File: src/rtl/key_ctrl_pkg.sv
`default_nettype none
// ============================================================================
// key_ctrl_pkg
// Shared types, command indices and BCD / seven-segment helpers for key_ctrl.
// Revision: 1.0
// ============================================================================
package key_ctrl_pkg;

   // Debounce FSM states
   typedef enum logic [1:0] {
      DB_RELEASED    = 2'd0,
      DB_CHK_PRESS   = 2'd1,
      DB_PRESSED     = 2'd2,
      DB_CHK_RELEASE = 2'd3
   } deb_state_t;

   // Command bit positions in cmd_pulse (also the key index that issues them)
   localparam int CMD_INC = 0;
   localparam int CMD_DEC = 1;
   localparam int CMD_CLR = 2;

   // Active-low seven-segment code, bit0 = segment a .. bit6 = segment g
   function automatic logic [6:0] seg7(input logic [3:0] d);
      logic [6:0] s;
      case (d)
         4'd0:    s = 7'h40;
         4'd1:    s = 7'h79;
         4'd2:    s = 7'h24;
         4'd3:    s = 7'h30;
         4'd4:    s = 7'h19;
         4'd5:    s = 7'h12;
         4'd6:    s = 7'h02;
         4'd7:    s = 7'h78;
         4'd8:    s = 7'h00;
         4'd9:    s = 7'h10;
         default: s = 7'h7F;
      endcase
      return s;
   endfunction

   // One BCD digit plus carry-in; returns {carry_out, digit}
   function automatic logic [4:0] bcd_inc_digit(input logic [3:0] d, input logic cin);
      logic [4:0] r;
      if (!cin)          r = {1'b0, d};
      else if (d >= 4'd9) r = {1'b1, 4'd0};
      else               r = {1'b0, d + 4'd1};
      return r;
   endfunction

   // One BCD digit minus borrow-in; returns {borrow_out, digit}
   function automatic logic [4:0] bcd_dec_digit(input logic [3:0] d, input logic bin);
      logic [4:0] r;
      if (!bin)          r = {1'b0, d};
      else if (d == 4'd0) r = {1'b1, 4'd9};
      else               r = {1'b0, d - 4'd1};
      return r;
   endfunction

endpackage
`default_nettype wire

File: src/rtl/key_debounce.sv
`default_nettype none
// ============================================================================
// key_debounce
// Two-flop synchronizer followed by a four-state debounce FSM. o_press is a
// one-cycle strobe, asserted combinationally on the cycle the press qualifies.
// Revision: 1.0
// ============================================================================
module key_debounce
   import key_ctrl_pkg::*;
#(
   parameter int unsigned DEB_CYCLES = 4,
   parameter logic        KEY_ACT    = 1'b1
) (
   input  logic clk,
   input  logic rst_n,
   input  logic i_key,
   output logic o_press
);

   localparam logic [15:0] c_CNT_LAST = 16'(DEB_CYCLES - 1);

   logic        r_sync1;
   logic        r_sync2;
   deb_state_t  r_state;
   deb_state_t  w_state_nxt;
   logic [15:0] r_cnt;
   logic [15:0] w_cnt_nxt;
   logic        w_lvl;

   assign w_lvl = (r_sync2 == KEY_ACT);

   // Synchronizer, state and stability counter registers
   always_ff @(posedge clk or negedge rst_n) begin
      if (!rst_n) begin
         r_sync1 <= 1'b0;
         r_sync2 <= 1'b0;
         r_state <= DB_RELEASED;
         r_cnt   <= '0;
      end else begin
         r_sync1 <= i_key;
         r_sync2 <= r_sync1;
         r_state <= w_state_nxt;
         r_cnt   <= w_cnt_nxt;
      end
   end

   // Next-state, counter and press-event decode
   always_comb begin
      w_state_nxt = r_state;
      w_cnt_nxt   = r_cnt;
      o_press     = 1'b0;
      case (r_state)
         DB_RELEASED: begin
            if (w_lvl) begin
               w_state_nxt = DB_CHK_PRESS;
               w_cnt_nxt   = '0;
            end
         end
         DB_CHK_PRESS: begin
            if (!w_lvl) begin
               w_state_nxt = DB_RELEASED;
            end else if (r_cnt == c_CNT_LAST) begin
               w_state_nxt = DB_PRESSED;
               o_press     = 1'b1;
            end else begin
               w_cnt_nxt = r_cnt + 16'd1;
            end
         end
         DB_PRESSED: begin
            if (!w_lvl) begin
               w_state_nxt = DB_CHK_RELEASE;
               w_cnt_nxt   = '0;
            end
         end
         DB_CHK_RELEASE: begin
            if (w_lvl) begin
               w_state_nxt = DB_PRESSED;
            end else if (r_cnt == c_CNT_LAST) begin
               w_state_nxt = DB_RELEASED;
            end else begin
               w_cnt_nxt = r_cnt + 16'd1;
            end
         end
         default: w_state_nxt = DB_RELEASED;
      endcase
   end

endmodule
`default_nettype wire

File: src/rtl/key_ctrl.sv
`default_nettype none
// ============================================================================
// key_ctrl
// Three debounced keys drive a 4-digit BCD up/down/clear counter with
// registered active-low seven-segment outputs.
// Revision: 1.0
// ============================================================================
module key_ctrl
   import key_ctrl_pkg::*;
#(
   parameter int unsigned DEB_CYCLES = 4,
   parameter logic        KEY_ACT    = 1'b1
) (
   input  logic        clk,
   input  logic        rst_n,
   input  logic        KEY0,
   input  logic        KEY1,
   input  logic        KEY2,
   output logic [15:0] count_bcd,
   output logic [2:0]  cmd_pulse,
   output logic [6:0]  HEX0,
   output logic [6:0]  HEX1,
   output logic [6:0]  HEX2,
   output logic [6:0]  HEX3
);

   logic [2:0]  w_keys;
   logic [2:0]  w_ev;
   logic [2:0]  w_cmd;
   logic [15:0] w_count_nxt;
   logic [4:0]  w_dig;
   logic        w_carry;
   logic [15:0] r_count;
   logic [2:0]  r_cmd;
   logic [6:0]  r_hex [4];

   // Key index matches the command bit it issues
   assign w_keys = {KEY2, KEY1, KEY0};

   generate
      for (genvar g = 0; g < 3; g++) begin : g_deb
         key_debounce #(
            .DEB_CYCLES (DEB_CYCLES),
            .KEY_ACT    (KEY_ACT)
         ) u_deb (
            .clk     (clk),
            .rst_n   (rst_n),
            .i_key   (w_keys[g]),
            .o_press (w_ev[g])
         );
      end
   endgenerate

   // Fixed-priority arbitration: clear beats increment beats decrement
   always_comb begin
      w_cmd = '0;
      if (w_ev[CMD_CLR])      w_cmd[CMD_CLR] = 1'b1;
      else if (w_ev[CMD_INC]) w_cmd[CMD_INC] = 1'b1;
      else if (w_ev[CMD_DEC]) w_cmd[CMD_DEC] = 1'b1;
   end

   // Per-digit BCD ripple; carry/borrow out of the top digit is dropped (wrap)
   always_comb begin
      w_count_nxt = r_count;
      w_carry     = 1'b1;
      w_dig       = '0;
      for (int i = 0; i < 4; i++) begin
         if (w_cmd[CMD_CLR])      w_dig = 5'd0;
         else if (w_cmd[CMD_INC]) w_dig = bcd_inc_digit(r_count[4*i +: 4], w_carry);
         else if (w_cmd[CMD_DEC]) w_dig = bcd_dec_digit(r_count[4*i +: 4], w_carry);
         else                     w_dig = {1'b0, r_count[4*i +: 4]};
         w_count_nxt[4*i +: 4] = w_dig[3:0];
         w_carry               = w_dig[4];
      end
   end

   // Counter, command strobe and display registers
   always_ff @(posedge clk or negedge rst_n) begin
      if (!rst_n) begin
         r_count <= '0;
         r_cmd   <= '0;
         for (int i = 0; i < 4; i++) r_hex[i] <= 7'h40;
      end else begin
         r_count <= w_count_nxt;
         r_cmd   <= w_cmd;
         for (int i = 0; i < 4; i++) r_hex[i] <= seg7(r_count[4*i +: 4]);
      end
   end

   assign count_bcd = r_count;
   assign cmd_pulse = r_cmd;
   assign HEX0      = r_hex[0];
   assign HEX1      = r_hex[1];
   assign HEX2      = r_hex[2];
   assign HEX3      = r_hex[3];

endmodule
`default_nettype wire
File: config.mk
export PLATFORM = sky130hd
export DESIGN_NAME = key_ctrl
export DESIGN_NICKNAME = d
export VERILOG_FILES = /design/src/rtl/key_ctrl_pkg.sv /design/src/rtl/key_debounce.sv /design/src/rtl/key_ctrl.sv
export SDC_FILE = /design/constraint.sdc
export NUM_CORES = 1
export LEC_CHECK = 0
export BUFFER_PORTS_ARGS = -buffer_cell sky130_fd_sc_hd__buf_2
export CAP_MARGIN = 30
export CELL_PAD_IN_SITES_DETAIL_PLACEMENT = 0
export CELL_PAD_IN_SITES_GLOBAL_PLACEMENT = 1
export CORE_MARGIN = 4
export CORE_UTILIZATION = 40
export DETAILED_ROUTE_END_ITERATION = 10
export PLACE_DENSITY = 0.84
export SYNTH_ARGS = -nofsm -noshare
export SYNTH_HDL_FRONTEND = slang
export SYNTH_SLANG_ARGS = --single-unit
File: constraint.sdc
create_clock -name clk -period 2 [get_ports clk]
set_input_delay 0 -clock clk [delete_from_list [all_inputs] [get_ports clk]]
set_output_delay 0 -clock clk [all_outputs]
set_load 0.05 [all_outputs]
* After elaboration in Yosys (flattened, before gate mapping) *
Memories as Yosys holds them, arrays and structs flattened. A register that Yosys moved wholly into a read port is not among the register bits.
Index checks and enable logic that the tools add are counted.

storage, ports and cells
  register bits after elaboration = 79
  bits in read-only memories = 448
  input bits = 5
  output and inout port bits = 47
  memories kept = 4

cells by class
  add/sub/neg operators = 11
  $lt $le $gt $ge = 4
  equal/unequal tests = 30
  multiplexer cells = 79
  reductions and logical operators = 24

memory list
  name             depth  width  rd ports  clocked after Yosys merged registers in  wr ports  line                RTL
  (no name shown)  16     7      1         1                                        0         key_ctrl_pkg.sv:25  case (d)
  (no name shown)  16     7      1         1                                        0         key_ctrl_pkg.sv:25
  (no name shown)  16     7      1         1                                        0         key_ctrl_pkg.sv:25
  (no name shown)  16     7      1         1                                        0         key_ctrl_pkg.sv:25

operator list
  cell                                                       number
  two-way mux 16 bit                                         15
  case mux 16 bit (4 select lines)                           3
  two-way mux 5 bit                                          19
  adder 16 x 1 -> 16 bit (second input constant)             3
  equality test 16 x 2 -> 1 bit (second input constant)      3
  two-way mux 2 bit                                          19
  two-way mux 4 bit                                          7
  case mux 2 bit (4 select lines)                            3
  AND reduction 4 bit                                        6
  adder 4 x 1 -> 4 bit (second input constant)               4
  greater-or-equal comparator 4 bit (second input constant)  4
  logical NOT 4 bit                                          4
  subtractor 4 x 1 -> 4 bit (second input constant)          4
  two-way mux 1 bit                                          13
  equality test 2 bit (second input constant)                6
  inequality test 2 x 1 -> 1 bit (second input constant)     6
  inequality test 2 bit (second input constant)              6
  inequality test 3 x 1 -> 1 bit (second input constant)     3
  inequality test 3 bit (second input constant)              3
  equality test 2 x 1 -> 1 bit (second input constant)       3
  logical NOT 2 bit                                          3
  AND reduction 2 bit                                        3
  nonzero test 2 bit                                         3
  logical NOT 1 bit                                          4
  nonzero test 3 bit                                         1

* Longest topological paths before layout *
Gate-level depths: netlist (run 1).

  depth after elaboration = 22
  mapped depth = 8
  depth with buffers taken out = 8

* Modules after synthesis *
Synthesis (run 1) repeated with hierarchy kept, for this count alone.

second synthesis, totals
  cell total of the unflattened synthesis = 617
  area, all modules = 5,749.3 µm²

modules (own cells, without submodules)
  module                             instances  cells an instance  area an instance (µm²)  seq. area each (µm²)
  key_ctrl                           1          296                2,706.3                 1,181.1
  key_debounce (g_deb[0].u_deb ...)  2          103                985.9                   500.5
  key_debounce (g_deb[2].u_deb)      1          115                1,071.0                 500.5

* Worst setup path before layout (run 1) *
No wires, ideal clock.

  path type = flip-flop to flip-flop
  start = reg r_count[1] (netlist: count_bcd[1])
  end = reg r_count[12] (netlist: count_bcd[12])
  arrival time = 2.250 ns
  data required time = 1.872 ns
  path slack = -0.378 ns
  stages on the path, launching flop included = 9
  period minus slack after synthesis = 2.378 ns
  path through = dfrtp_1 > inv_1 > ha_1 > nor3b_1 > nand2_1 > a2111oi_1 > o32ai_2 > nand2_1 > o21ai_1

between the ends
  word-level cells in the longest chain between the ends = 15
  elaborated cells on any way between the ends = 19
  classes of those cells = 1 x order compare; 15 x mux; 3 x reduce/logical

RTL lines
  item                                                                                       line                RTL
  start, declared                                                                            key_ctrl.sv:33      logic [15:0] r_count;
  start signal, assigned                                                                     key_ctrl.sv:84      r_count <= w_count_nxt;
  parallel branches: the longest is 3 deep, another holds greater-or-equal comparator 4 bit  n/a
  two-way mux 5 bit (*)                                                                      key_ctrl.sv:69      else if (w_cmd[CMD_INC]) w_dig = bcd_inc_digit(r_count[4*i +: 4], w_carry);
  two-way mux 5 bit (*)                                                                      key_ctrl.sv:68      if (w_cmd[CMD_CLR]) w_dig = 5'd0;
  two-way mux 5 bit                                                                          key_ctrl_pkg.sv:53  if (!bin) r = {1'b0, d};
  two-way mux 5 bit                                                                          key_ctrl.sv:70      else if (w_cmd[CMD_DEC]) w_dig = bcd_dec_digit(r_count[4*i +: 4], w_carry);
  two-way mux 5 bit (*)                                                                      key_ctrl.sv:69
  two-way mux 5 bit (*)                                                                      key_ctrl.sv:68
  two-way mux 5 bit                                                                          key_ctrl_pkg.sv:53
  two-way mux 5 bit                                                                          key_ctrl.sv:70
  two-way mux 5 bit (*)                                                                      key_ctrl.sv:69
  two-way mux 5 bit (*)                                                                      key_ctrl.sv:68
  nonzero test 2 bit (no source line) (*)                                                    n/a
  AND reduction 2 bit (no source line) (*)                                                   n/a

Mark *: on every way between the ends. The select of a mux whose other input is x is not followed.
A chain may end at the register's enable or synchronous reset.

* Worst setup path after layout (run 1) *
  start = reg g_deb[0].u_deb.r_cnt[1]
  end = reg r_count[13] (netlist: count_bcd[13])

between the ends
  word-level cells in the longest chain between the ends = 19
  elaborated cells on any way between the ends = 25
  classes of those cells = 1 x eq/ne; 21 x mux; 3 x reduce/logical

RTL lines
  item                                  line                RTL
  start, declared                       key_debounce.sv:26  logic [15:0] r_cnt;
  start signal, assigned                key_debounce.sv:43  r_cnt <= w_cnt_nxt;
  equality test 16 x 2 -> 1 bit (*)     key_debounce.sv:62  end else if (r_cnt == c_CNT_LAST) begin
  two-way mux 1 bit (*)                 key_debounce.sv:62
  two-way mux 1 bit (*)                 key_debounce.sv:60  if (!w_lvl) begin
  two-way mux 1 bit (*)                 key_debounce.sv:52  case (r_state)
  two-way mux 1 bit                     key_ctrl.sv:58      else if (w_ev[CMD_INC]) w_cmd[CMD_INC] = 1'b1;
  two-way mux 2 bit (*)                 key_ctrl.sv:57      if (w_ev[CMD_CLR]) w_cmd[CMD_CLR] = 1'b1;
  two-way mux 5 bit                     key_ctrl.sv:70
  two-way mux 5 bit                     key_ctrl.sv:69
  [... 3 more ...]                      n/a
  two-way mux 5 bit                     key_ctrl.sv:69
  two-way mux 5 bit                     key_ctrl.sv:68
  two-way mux 5 bit                     key_ctrl_pkg.sv:53
  two-way mux 5 bit                     key_ctrl.sv:70
  two-way mux 5 bit                     key_ctrl.sv:69
  two-way mux 5 bit                     key_ctrl.sv:68
  nonzero test 2 bit (no source line)   n/a
  AND reduction 2 bit (no source line)  n/a

Every way passes the cells marked *; elsewhere a longest branch is shown, timed or not. The select of a mux whose other input is x is not followed.

==> summary.txt, run 1 <==
Outcome
  – Status: complete, no violations

GRT
  – First-pass GRT wire length: 24.8 mm
  – Total grt overflow: 0
  – GRT Overall Usage: 0.169
  – Largest net degree at the start of global routing: 48
  – Antenna violations before repair: 0
  – Vias in the first global route: 5141

Logic synthesis
  – Synth cell types: 81
  – Number of enable flip-flop cells after synthesis: 0
  – Ys async rst share: 1.00
  – Syn nets: 671
  – Synthesized area per cell: 9.50 um^2
  – Synth warn: 0
  – Syn Inst Count: 643
  – Post-synthesis sequential area ratio: 0.439
  – Synth area leaders: dfrtp_1 42%, ha_1 4.7%, nand2_1 4.3%, o21ai_0 3.9%, nor2_1 3.9%
  – Yosys top cell area share: 0.422
  – Top FF cell, synth: dfrtp_1
  – Biggest area consumer among synthesized cells: dfrtp_1
  – Flops & latches, synth: 107
  – Mapped Area: 6110 um^2

Clock network
  – Clock Latency Late Sink: 0.36 ns
  – H-tree depth: 3
  – CTS tree: yes
  – Clock Sink Count: 107
  – CTS max path bufs: 2
  – CTS Buf Count: 9
  – CTS clk-pin slew, worst paths: 0.08 ns
  – Clock root cell: clkbuf_16

Finish
  – Most frequent cells in the layout: 96 x dfrtp_1, 69 x nand2_1, 61 x nor2_1
  – Share of cells above drive strength 1: 0.293
  – Finished Layout Cells: 946
  – Diode count: 0
  – Area grow syn2layout: 25.5%
  – Post-layout instance area: 7670 um^2
  – Final nets: 785
  – Leading cell type in the layout, fill and taps excluded: dfrtp_1

Floorplan
  – Num rows: 44
  – Starting density of the core: 0.414
  – I/O pin total: 52
  – Core ar.: 14800 um^2
  – Width of the die: 132 um
  – Die area: 17300 um^2
  – Die Y: 132 um

Setup path
  – Worst Reg-to-Reg Cells: 8
  – Startpoint class of the critical path: flip-flop
  – CP arrival: 2.23 ns
  – Worst setup EP type: flip-flop
  – Critical R2R Launch: g_deb[0].u_deb.r_cnt[1]
  – Critical setup path kind: reg -> reg
  – CP required: 2.24 ns
  – Reg2reg setup slack: 0.01 ns
  – Critical Path Fanout Max: 15
  – Reg2reg end: count_bcd[13]

Flow run
  – Max cap viols: 0

Route
  – Detailed Routing Iterations Pass 1: 6
  – Final ANT Viol Nets: 0
  – WL per Instance: 15.8 um
  – Final routed DRC violation total: 0
  – Vias: 5279
  – Iteration-0 DRC Markers: 356
  – Vias per cell: 5.58
  – Routed WL: 14.9 mm

STA
  – RSZ-0062 raised after global routing: true
  – Final setup skew: 0.00900 ns
  – Min Tclk post-route: 1.99 ns
  – Final Setup Violations: 0
  – Least-Margin Pin Slew: 0.808 ns
  – Relative slew margins: 0.459
  – Final hold slack: 0.0792 ns
  – Final hold violation count: 0
  – Final Cycle Share: 0.993
  – Slew Limit Fails: 0
  – Setup TNS: 0 ns
  – Fmax: 504 MHz

Placement
  – Port bufs: 51
  – Dpl cell area: 7030 um^2
  – GP Congestion: 0.853
  – Detailed placer's ending HPWL: 10.7 mm
  – Cells after DPL: 916

Power and ir drop
  – Pleak: 3.47 nW
  – Total power draw: 0.00967 W
  – PD cells: 1260 nW/um^2
  – VDD IR max: 568 uV

Min path
  – Min-delay worst type: in -> async
==> where the power goes <==
group | internal, W | switching [W] | leakage [nW]
registers | 0.00261 | 0.000312 | 1.41
clock network | 0.000867 | 0.000857 | 0.139
logic | 0.00182 | 0.00321 | 1.92
==> final cells by class <==
| type | instances | area (um^2) |
|---|---|---|
| fillers | 1318 | 7090 |
| multi-input cells | 492 | 3460 |
| flip-flops and latches | 107 | 2690 |
| repair buffers | 122 | 902 |
| well taps | 184 | 230 |
| clock buffers | 9 | 225 |
| inverters | 25 | 98.8 |
| clock inverters | 7 | 58.8 |
==> per-layer routing <==
metal  wire length [um]  vias to the layer above  part of all wire  track usage
met2               7410                      110              0.50        0.286
met5                  0                        -                 0            0
met3                545                       21             0.037       0.0283
li1                   -                     2571                 -            -
met4                237                        0             0.016       0.0578
met1               6730                     2577              0.45        0.221
==> cells by family after synthesis <==
family | Yosys count | synth area share
AOI/OAI and AO/OA | 162 | 0.172
xor gates and xnor gates | 24 | 0.0344
adders and majority gates | 23 | 0.0471
buffers and inverters | 44 | 0.0330
DFF | 107 | 0.439
muxes | 7 | 0.0121
and+or+nand+nor | 276 | 0.263
==> through the flow <==
stage / setup slack (ns) / utilization
finish: 0.0145 / 0.520
global route: -0.123 / 0.520
CTS: 0.00118 / 0.502
detailed placement: -0.0751 / 0.476
global placement: 0.0201 / 0.476
floorplan: 0.00450 / -
==> flip-flops by register name (all words and copies together) (netlist names), 7 cells and up, named ones only <==
name               flops
count_bcd             16
HEX0                   7
HEX3                   7
HEX2                   7
HEX1                   7
g_deb.u_deb.r_cnt     48
==> cell usage after synthesis (8+ instances only) <==
library cell,count
a21oi_1,47
a31oi_1,13
and3_1,8
clkbuf_1,9
dfrtp_1,103
ha_1,23
inv_1,25
nand2_1,70
nand2b_1,9
nand3_1,22
nand4_1,12
nor2_1,63
nor3_1,14
o21ai_0,48
o21ai_1,8
or3_1,14
xnor2_1,10
xor2_1,14
==> worst max-delay path, cell delays in order, from the launching register on <==
cell and delay [ns]:
dfrtp_1 0.36, ha_2 0.19, nor4b_4 0.27, nand4_4 0.28
nor2_4 0.23, buf_12 0.17, nor3_1 0.06, a31oi_1 0.21
o21ai_1 0.08
==> worst max-delay path by stage <==
stage | startpoint | endpoint | cells past startpoint
3_5_place_dp | g_deb[1].u_deb.r_cnt[1] | count_bcd[15] | 7
3_3_place_gp | g_deb[1].u_deb.r_cnt[1] | count_bcd[15] | 7
4_1_cts | count_bcd[1] | count_bcd[9] | 8
5_1_grt | g_deb[0].u_deb.r_cnt[1] | count_bcd[13] | 8
2_1_floorplan | count_bcd[9] | count_bcd[12] | 8
6_report | g_deb[0].u_deb.r_cnt[1] | count_bcd[13] | 8
==> what timing repair did <==
item	4_1_cts	5_1_grt
gates cloned	0	2
gates resized for setup	6	41
buffers inserted	2	6
endpoints found under the setup margin	5	27
pin swaps	2	14
hold endpoints to repair	72	0
hold buffers	4	0
No activity file was read; power rests on OpenSTA's default activity.
==> inputs of run 2 (changes only) <==
Settings changed: ABC_AREA from default to 1, HOLD_SLACK_MARGIN from default to 0.1, PLACE_DENSITY 0.84 to 0.86.
==> summary.txt, run 2 <==
STA
  – Final hold violation count: 0 (unchanged)
  – Fmax: 508 MHz (was 504 MHz)
  – Slew Limit Fails: 0 (unchanged)
  – Final Cycle Share: 0.984 (was 0.993)
  – Min Tclk post-route: 1.97 ns (was 1.99 ns)
  – Final setup skew: 0.0119 ns (was 0.00900 ns)
  – Final Setup Violations: 0 (unchanged)
  – RSZ-0062 raised after global routing: true (unchanged)
  – Final worst slack: 0.0322 ns (was 0.0145 ns)
  – Least-Margin Pin Slew: 0.523 ns (was 0.808 ns)
  – Final hold slack: 0.172 ns (was 0.0792 ns)
  – Relative slew margins: 0.652 (was 0.459)

Route
  – WL per Instance: 13.5 um (was 15.8 um)
  – Final ANT Viol Nets: 0 (unchanged)
  – Vias per cell: 5.10 (was 5.58)
  – Iteration-0 DRC Markers: 281 (was 356)
  – Routed WL: 14.4 mm (was 14.9 mm)
  – Vias: 5449 (was 5279)
  – Detailed Routing Iterations Pass 1: 7 (was 6)
  – Final routed DRC violation total: 0 (unchanged)

Floorplan
  – Width of the die: 131 um (was 132 um)
  – Die Y: 131 um (was 132 um)
  – Starting density of the core: 0.413 (was 0.414)
  – Die area: 17100 um^2 (was 17300 um^2)
  – Num rows: 44 (unchanged)
  – I/O pin total: 52 (unchanged)
  – Core ar.: 14600 um^2 (was 14800 um^2)

GRT
  – Vias in the first global route: 5096 (was 5141)
  – Largest net degree at the start of global routing: 44 (was 48)
  – Antenna violations before repair: 0 (unchanged)
  – Total grt overflow: 0 (unchanged)
  – GRT Overall Usage: 0.175 (was 0.169)
  – First-pass GRT wire length: 24.1 mm (was 24.8 mm)

Setup path
  – CP peak stage delay: 0.36 ns (about the same)
  – CP arrival: 2.22 ns (was 2.23 ns)
  – Critical setup path kind: reg -> reg (unchanged)
  – Worst Reg-to-Reg Cells: 16 (was 8)
  – Startpoint class of the critical path: flip-flop (unchanged)
  – Critical Path Fanout Max: 5 (was 15)
  – Worst path cell trace: ha_2 > inv_2 > nor2_2 > nand2_2 > nor2_4 > nand3_4 > nor2_4 > nand3_2 > nand2_4 > inv_4 > nand2_4 > nand2_4 > nand2_4 > nand2_1 > nand2_1 > inv_1 (was ha_2 > nor4b_4 > nand4_4 > nor2_4 > buf_12 > nor3_1 > a31oi_1 > o21ai_1)
  – CP required: 2.26 ns (was 2.24 ns)
  – Worst setup EP type: flip-flop (unchanged)
  – Critical path's most frequent cell: nand2_4
  – CP max-delay cell: dfrtp_1 (unchanged)

Logic synthesis
  – Ys async rst share: 1.00 (unchanged)
  – Syn Inst Count: 752 (was 643)
  – Synth area leaders: dfrtp_1 43%, nand2_1 9.1%, inv_1 5.3%, o21ai_0 4.9%, ha_1 4.8% (was dfrtp_1 42%, ha_1 4.7%, nand2_1 4.3%, o21ai_0 3.9%, nor2_1 3.9%)
  – Top-count cell post-synth: nand2_1 (was dfrtp_1)
  – Yosys top cell area share: 0.426 (was 0.422)
  – Syn nets: 780 (was 671)
  – Commonest cells in the netlist: 147 x nand2_1, 103 x dfrtp_1, 85 x inv_1 (was 103 x dfrtp_1, 70 x nand2_1, 63 x nor2_1)
  – Biggest area consumer among synthesized cells: dfrtp_1 (unchanged)
  – Synthesized area per cell: 8.04 um^2 (was 9.50 um^2)
  – Flops & latches, synth: 107 (unchanged)
  – Synth warn: 0 (unchanged)
  – Number of enable flip-flop cells after synthesis: 0 (unchanged)
  – Top FF cell, synth: dfrtp_1 (unchanged)
  – Synth cell types: 44 (was 81)
  – Mapped Area: 6050 um^2 (was 6110 um^2)
  – Post-synthesis sequential area ratio: 0.444 (was 0.439)

Finish
  – Max reg flops: 48 (unchanged)
  – Post-layout instance area: 7510 um^2 (was 7670 um^2)
  – Share of cells above drive strength 1: 0.241 (was 0.293)
  – Most frequent cells in the layout: 140 x nand2_1, 99 x dfrtp_1, 85 x inv_1 (was 96 x dfrtp_1, 69 x nand2_1, 61 x nor2_1)
  – Top reg by flops: g_deb.u_deb.r_cnt (unchanged)
  – Final nets: 908 (was 785)
  – FF+latch area: 2690 um^2 (about the same)
  – Multi-input combinational cell area: 3070 um^2 (was 3460 um^2)
  – # fillers: 1400 (was 1318)
  – Diode count: 0 (unchanged)
  – Leading cell type in the layout, fill and taps excluded: nand2_1 (was dfrtp_1)
  – Area grow syn2layout: 24.2% (was 25.5%)

Clock network
  – Clock Latency Late Sink: 0.35 ns (was 0.36 ns)
  – CTS tree: yes (unchanged)
  – CTS Buf Count: 9 (unchanged)
  – H-tree depth: 3 (unchanged)
  – CTS max path bufs: 2 (unchanged)
  – Clock Sink Count: 107 (unchanged)
  – CTS clk-pin slew, worst paths: 0.08 ns (about the same)
  – Clock root cell: clkbuf_16 (unchanged)

Power and ir drop
  – Pleak: 3.65 nW (was 3.47 nW)
  – VDD IR max: 633 uV (was 568 uV)
  – PD cells: 961 nW/um^2 (was 1260 nW/um^2)

Placement
  – Setup WS pre-CTS: 0.0135 ns (was -0.0751 ns)
  – Dpl cell area: 6930 um^2 (was 7030 um^2)
  – GP Congestion: 0.847 (was 0.853)
  – Detailed placer's ending HPWL: 10.9 mm (was 10.7 mm)
  – Port bufs: 51 (unchanged)

Outcome
  – Status: complete, no violations (unchanged)

Min path
  – Min-delay worst type: in -> async (unchanged)

Flow run
  – Max cap viols: 0 (unchanged)
==> run 2: changes by cell type after synthesis, sizes merged, moves of 7 or more <==
cell	change
clkbuf	-9
inv	+70
o31ai	+11
nor4	-8
nand3	+24
o21ai	+14
nand2	+88
a21oi	-10
nor2	+25
a31oi	-9
or3	-14
and3	-7
nand2b	-9
==> run 2: power by group <==
part / total, W / switching [W] / internal [W]
clock network: 0.00182 / 0.000842 / 0.000978
logic: 0.00271 / 0.00184 / 0.000877
registers: 0.00268 / 0.000233 / 0.00245
total: 0.00722 / 0.00291 / 0.00430
==> run 2: final cells by class <==
cell class                      instances  area share
Clock buffer                            9      0.0300
Clock inverter                          7      0.0100
Inverter                               95      0.0482
Multi-Input combinational cell        540       0.409
Sequential cell                       107       0.358
Tap cell                              184      0.0307
Timing Repair Buffer                  127       0.114
==> run 2: per-stage QoR <==
| stage | utilization | TNS (ns) | power [W] | std cells |
|---|---|---|---|---|
| after CTS | 0.499 | 0 | 0.00717 | 1057 |
| after detailed placement | 0.473 | 0 | 0.00528 | 1034 |
| final | 0.513 | 0 | 0.00722 | 1069 |
| after global routing | 0.513 | -0.781 | 0.00770 | 1069 |
| after global placement | 0.473 | 0 | 0.00528 | 1034 |
| after floorplan | - | 0 | 0.00440 | 752 |
==> run 2: kinds of logic (layout without fill, tap and decap cells) <==
group | Yosys count | after routing | share of synthesized area
AND/OR/NAND/NOR | 351 | 351 | 0.276
AO/OA/AOI/OAI | 146 | 146 | 0.136
flip-flops | 107 | 107 | 0.444
buffers and inverters | 105 | 238 | 0.0671
adder cells (fa/ha/maj) | 23 | 23 | 0.0476
XOR/XNOR | 20 | 20 | 0.0290
==> run 2: path summary, 6_finish.rpt <==
path                            slack (ns)               startpoint                        to
worst max-delay path                  0.03  g_deb[0].u_deb.r_cnt[1]             count_bcd[15]
worst min register to register        0.35   g_deb[1].u_deb.r_sync1    g_deb[1].u_deb.r_sync2
worst max register to register        0.03  g_deb[0].u_deb.r_cnt[1]             count_bcd[15]
worst min-delay path                  0.17                    rst_n  g_deb[1].u_deb.r_cnt[11]
max in group asynchronous             1.12                    rst_n              count_bcd[0]
min in group clk                      0.28                     KEY1    g_deb[1].u_deb.r_sync1
==> run 2: per-layer routing <==
layer | track usage | wire length (um) | vias up
met5 | 0 | 0 | -
met4 | 0.0496 | 172 | 0
met3 | 0.0390 | 635 | 13
met2 | 0.273 | 6670 | 103
met1 | 0.245 | 6960 | 2582
li1 | - | - | 2751
==> run 2: repair_timing <==
item / CTS / global route
resized for setup: 3 / 27
gates cloned: 0 / 0
endpoints found under the setup margin: 2 / 28
endpoints found under the hold margin: 86 / 0
buffers inserted: 3 / 12
hold buffers: 4 / 0
pin swaps: 1 / 12
==> run 2: worst max-delay path: cells and delay by family, from the launching register on <==
family / cells / cell delay, ns
fa+ha+maj: 1 / 0.20
buf+inv: 3 / 0.12
flops: 1 / 0.36
simple gates: 12 / 1.18
